File: src/rtl/rom_fetch_sequencer_if.sv
// Fetch-sequencer bus: ROM address/data, decode valid/ready handshake, redirect and error flag.
interface rom_fetch_sequencer_if #(
  parameter int ADDR_W = 9,
  parameter int DATA_W = 8
);
  logic              fetch_en;
  logic              redirect;
  logic [ADDR_W-1:0] redirect_pc;
  logic [ADDR_W-1:0] rom_addr;
  logic [DATA_W-1:0] rom_data;
  logic [31:0]       instr;
  logic [ADDR_W-1:0] instr_pc;
  logic              instr_valid;
  logic              instr_ready;
  logic              fetch_err;

  modport master (
    input  fetch_en, redirect, redirect_pc, rom_data, instr_ready,
    output rom_addr, instr, instr_pc, instr_valid, fetch_err
  );

  modport slave (
    output fetch_en, redirect, redirect_pc, rom_data, instr_ready,
    input  rom_addr, instr, instr_pc, instr_valid, fetch_err
  );
endinterface

File: src/rtl/rom_fetch_sequencer.sv
// Byte-serial ROM fetch into 32-bit big-endian words with valid/ready output and PC redirect.
// Optional misaligned-redirect trap state compiled in with FETCH_ALIGN_CHECK_EN.
module rom_fetch_sequencer #(
  parameter int ADDR_W = 9,
  parameter int DATA_W = 8
) (
  input  logic                  clk,
  input  logic                  reset,
  rom_fetch_sequencer_if.master bus
);

`ifdef FETCH_ALIGN_CHECK_EN
  typedef enum logic [1:0] {FETCH, HOLD, ERR} state_t;
`else
  typedef enum logic [1:0] {FETCH, HOLD} state_t;
`endif

  state_t            state;
  logic [1:0]        cnt;
  logic [ADDR_W-1:0] pc;
  logic [ADDR_W-1:0] instr_pc;
  logic [31:0]       instr;
  logic              instr_valid;
  logic [DATA_W-1:0] byte_in;
  logic [ADDR_W-1:0] target;

  assign byte_in = bus.rom_data;
  assign target  = bus.redirect_pc & ~ADDR_W'(3);

  // pc is always word-aligned, so pc + cnt stays inside the current word
  always_comb begin
    bus.rom_addr = pc;
    if (state == FETCH) bus.rom_addr = pc + ADDR_W'(cnt);
  end

  assign bus.instr       = instr;
  assign bus.instr_pc    = instr_pc;
  assign bus.instr_valid = instr_valid;

`ifdef FETCH_ALIGN_CHECK_EN
  logic fetch_err;
  assign bus.fetch_err = fetch_err;
`else
  assign bus.fetch_err = 1'b0;
`endif

  always_ff @(posedge clk) begin
    if (reset) begin
      state       <= FETCH;
      cnt         <= '0;
      pc          <= '0;
      instr       <= '0;
      instr_pc    <= '0;
      instr_valid <= 1'b0;
`ifdef FETCH_ALIGN_CHECK_EN
      fetch_err   <= 1'b0;
`endif
    end else if (bus.redirect) begin
      // a coincident HOLD transfer is already complete; only the next pc changes
      pc          <= target;
      cnt         <= '0;
      instr_valid <= 1'b0;
`ifdef FETCH_ALIGN_CHECK_EN
      if (bus.redirect_pc[1:0] != 2'b00) begin
        state     <= ERR;
        fetch_err <= 1'b1;
      end else begin
        state     <= FETCH;
        fetch_err <= 1'b0;
      end
`else
      state       <= FETCH;
`endif
    end else begin
      case (state)
        FETCH: begin
          if (bus.fetch_en) begin
            case (cnt)
              2'd0:    instr[31:24] <= byte_in;
              2'd1:    instr[23:16] <= byte_in;
              2'd2:    instr[15:8]  <= byte_in;
              default: instr[7:0]   <= byte_in;
            endcase
            cnt <= cnt + 2'd1;
            if (cnt == 2'd3) begin
              instr_pc    <= pc;
              instr_valid <= 1'b1;
              state       <= HOLD;
            end
          end
        end
        HOLD: begin
          if (bus.instr_ready) begin
            instr_valid <= 1'b0;
            pc          <= pc + ADDR_W'(4);
            cnt         <= '0;
            state       <= FETCH;
          end
        end
        default: ;
      endcase
    end
  end

endmodule
File: src/flat_wrapper.sv
// flat-port wrapper written by rule: the top's interface ports become plain ports
module rom_fetch_sequencer_flat 
#(
  parameter int ADDR_W = 9,
  parameter int DATA_W = 8
)
  (clk, reset, bus_fetch_en, bus_redirect, bus_redirect_pc, bus_rom_data, bus_instr_ready, bus_rom_addr, bus_instr, bus_instr_pc, bus_instr_valid, bus_fetch_err);
  rom_fetch_sequencer_if #(.ADDR_W(ADDR_W), .DATA_W(DATA_W)) bus_i ();
  input  logic clk;
  input  logic reset;
  input wire logic [$bits(bus_i.fetch_en)-1:0] bus_fetch_en;
  input wire logic [$bits(bus_i.redirect)-1:0] bus_redirect;
  input wire logic [$bits(bus_i.redirect_pc)-1:0] bus_redirect_pc;
  input wire logic [$bits(bus_i.rom_data)-1:0] bus_rom_data;
  input wire logic [$bits(bus_i.instr_ready)-1:0] bus_instr_ready;
  output wire logic [$bits(bus_i.rom_addr)-1:0] bus_rom_addr;
  output wire logic [$bits(bus_i.instr)-1:0] bus_instr;
  output wire logic [$bits(bus_i.instr_pc)-1:0] bus_instr_pc;
  output wire logic [$bits(bus_i.instr_valid)-1:0] bus_instr_valid;
  output wire logic [$bits(bus_i.fetch_err)-1:0] bus_fetch_err;
  assign bus_i.fetch_en = bus_fetch_en;
  assign bus_i.redirect = bus_redirect;
  assign bus_i.redirect_pc = bus_redirect_pc;
  assign bus_i.rom_data = bus_rom_data;
  assign bus_i.instr_ready = bus_instr_ready;
  assign bus_rom_addr = bus_i.rom_addr;
  assign bus_instr = bus_i.instr;
  assign bus_instr_pc = bus_i.instr_pc;
  assign bus_instr_valid = bus_i.instr_valid;
  assign bus_fetch_err = bus_i.fetch_err;
  rom_fetch_sequencer #(.ADDR_W(ADDR_W), .DATA_W(DATA_W)) u_core (.clk(clk), .reset(reset), .bus(bus_i));
endmodule
File: config.mk
export PLATFORM = sky130hd
export DESIGN_NAME = rom_fetch_sequencer_flat
export DESIGN_NICKNAME = d
export VERILOG_FILES = /design/src/rtl/rom_fetch_sequencer_if.sv /design/src/rtl/rom_fetch_sequencer.sv /design/src/flat_wrapper.sv
export SDC_FILE = /design/constraint.sdc
export NUM_CORES = 1
export LEC_CHECK = 0
export ABC_AREA = 1
export ABC_CLOCK_PERIOD_IN_PS = 1350
export BUFFER_PORTS_ARGS = -buffer_cell sky130_fd_sc_hd__buf_2
export CORE_ASPECT_RATIO = 1.2
export CORE_UTILIZATION = 45
export CTS_CLUSTER_DIAMETER = 40
export DETAILED_ROUTE_END_ITERATION = 8
export GPL_ROUTABILITY_DRIVEN = 0
export MAX_ROUTING_LAYER = met4
export PLACE_DENSITY = 0.73
export SYNTH_ARGS = -nofsm -noshare
export SYNTH_HDL_FRONTEND = slang
export SYNTH_SLANG_ARGS = --single-unit
File: constraint.sdc
create_clock -name clk -period 1.35 [get_ports clk]
set_clock_uncertainty 0.1 [all_clocks]
set_input_delay 0.135 -clock clk [delete_from_list [all_inputs] [get_ports clk]]
set_output_delay 0.135 -clock clk [all_outputs]
set_load 0.005 [all_outputs]
==> flow_summary.toml <==
[clock_tree]
cts_root_buffer = "clkbuf_8"
path_clk_slew_ns = 0.08
numClockSinks = 49
cts-buffers-inserted = 5
cts-root-to-sink-buffers = 2
cts-htree-levels = 2
tritoncts = "done"
insertion_delay_ns = 0.29

[place]
dp_hpwl_microns = 3420
numPortBuffers = 68
detailedPlace.worstSlack_ns = 0.0340
placed_cell_area_sq_mm = 0.00248

[synth]
synth_sequential_area_ratio_pct = 47.4
async_flop_share_pct = 0
synth_edf_count = 0
area_contributors_post_synth = "dfxtp_1 47%, nor2_1 17%, o21ai_0 7.3%, ha_1 3.6%, o21ai_1 3.4%"
synth.cells.most_frequent = "91 x nor2_1, 49 x dfxtp_1, 30 x o21ai_0"
ys_seq_elements = 49
synthCells = 269
netlist_area_sq_mm = 0.00207
yosysMostFrequentCell = "nor2_1"
synth.distinct_cells = 25
ys_dominant_reg_cell = "dfxtp_1"
yosysWarnings = 0
top_area_cell_type_share_of_the_netlist_area_pct = 47.4
syn-mean-instance-area_sq_um = 7.69
yosys.area.top_type = "dfxtp_1"

[floorplanning]
dieArea_sq_mm = 0.00487
core_region_sq_mm = 0.00433
placement_rows = 26
die_y_microns = 76.3
floorplan.initialDensity_pct = 47.8
fp.dieW_microns = 63.9
boundaryPins = 74

[timing]
hold_slack_ns = 0.0429
grt_setup_unrepaired = "yes"
period_minus_slack_ns = 1.28
slew_violations = 0
max_clock_freq_mhz = 779
layout_setup_ws_ns = 0.0656
setup_viol_count_final = 0
report.final.hold_viol_count = 0
final_min_period_over_clock_period_pct = 95.1

[grt]
largest_net_degree_at_the_start_of_global_routing = 35
globalRoute.totalOverflow = 0
number_of_global_route_vias_before_repair = 1653
grt_pass1_wl_microns = 7630
antenna_found_initial = 0
global_route.usage.total_pct = 20.4

[final_layout]
syn2layout_area_growth_pct = 27.2
finish.net_count = 374
postLayoutCellArea_sq_mm = 0.00263
post-route-util_pct = 60.8
ratio_of_cells_with_drive_above_1_in_the_final_layout_pct = 29.5
insertedDiodeCount = 0
layout.filler_cells = 425

[pwr]
total_power_divided_by_cell_area_mw_per_mm2 = 1060
total_leakage_power_nw = 1.27
max-vdd-ir-drop_mv = 0.703

[routing]
avgRoutedWirePerCell_microns = 11.5
detailroute.via_count = 1934
drc = 0
post_drt_via_cell_ratio = 4.81
drt_pre_antenna_iters = 6
detail_route.iter0.violations = 130
total_wirelength_of_the_detailed_routed_design_microns = 4630
final_antenna_net_count = 0

[status]
outcome = "finished, final reports clean"

[setup_path]
cp.required_ns = 1.44
crit_path_start_kind = "primary input"
worst_ep_arrival_time_ns = 1.37
worst_setup_path_end_kind = "flip-flop"
startpoint_to_endpoint_class_of_the_critical_path = "in -> reg"
worst-path-max-fanout = 34

[flow_run]
cap_viol_max_count = 0

[hold_path]
min-delay-path-class = "in -> reg"
==> path summary, 6_finish.rpt <==
check / start / to / slack (ns) / depth (start not counted)
worst max-delay path: reset / u_core.bus.instr[28] / 0.07 / 6
worst min-delay path: bus_redirect_pc[2] / u_core.pc[2] / 0.04 / 3
worst max register to register: u_core.cnt[0] / u_core.bus.instr[28] / 0.07 / 6
worst min register to register: u_core.bus.instr[4] / u_core.bus.instr[4] / 0.38 / 2
==> layout by cell type (no fill, tap or decap), types with 5 or more instances in the layout <==
master,synthesis,final
o21ai_1,14,24
nor2_1,91,90
o21ai_0,30,20
a21oi_1,6,6
inv_1,12,11
nand2_4,6,6
nand3_1,9,9
dfxtp_1,49,47
ha_1,6,6
clkbuf_8,0,5
buf_2,0,67
nand2_1,17,17
==> registers in the layout, indices dropped and copies added (netlist names) <==
| register | cells |
|---|---|
| u_core.bus.instr_valid | 1 |
| u_core.cnt | 2 |
| u_core.pc | 7 |
| u_core.bus.instr | 32 |
| u_core.bus.instr_pc | 7 |
==> stage by stage <==
stage | TNS, ns | instances | power [mW]
after CTS | 0 | 400 | 2.82
after floorplan | 0 | 271 | 1.70
after detailed placement | 0 | 391 | 1.82
after global routing | -0.420 | 402 | 2.92
final | 0 | 402 | 2.79
after global placement | 0 | 391 | 1.82
==> report_power, final <==
part | switching (mW) | total (mW) | leakage, nW | internal, mW
Combinational | 0.164 | 0.286 | 0.821 | 0.122
Clock | 0.456 | 0.995 | 0.0540 | 0.539
Sequential | 0.0306 | 1.51 | 0.399 | 1.48
==> worst max-delay path, cell delays in order <==
cell,delay [ns]
dlygate4sd3_1,0.52
clkbuf_4,0.19
clkinvlp_4,0.17
buf_12,0.20
o21ai_0,0.09
nor2_1,0.05
==> final cells by class <==
class,count,area (sq um),share of cell area (%)
sequential,49,986,37.5
multi-input combinational,195,957,36.4
timing repair buffer,75,413,15.7
inverter,20,101,3.85
tap,56,70.1,2.66
clock buffer,5,68.8,2.62
clock inverter,2,35.0,1.33
==> per-layer routing <==
metal	GRT usage, %	wire length [microns]
met5	-	0
met4	4.09	17
met3	4.49	242
met2	34.6	2260
met1	24.6	2110
==> cells by family after synthesis <==
| kind of cell | count (synthesis) | synth area share [%] |
|---|---|---|
| fa+ha+maj | 6 | 3.63 |
| flops | 49 | 47.4 |
| compound gates | 57 | 14.6 |
| buf+inv | 28 | 7.08 |
| other cells | 1 | 0.181 |
| simple gates | 128 | 27.0 |
==> timing repair <==
| action | 4_1_cts | 5_1_grt |
|---|---|---|
| endpoints found under the setup margin | 1 | 35 |
| pin swaps | 0 | 0 |
| gates resized for setup | 1 | 15 |
| setup buffers | 0 | 1 |
| hold endpoints to repair | 3 | 0 |
| hold buffers | 2 | 0 |
| gates cloned | 0 | 1 |
(Power assumes the default switching activity.)
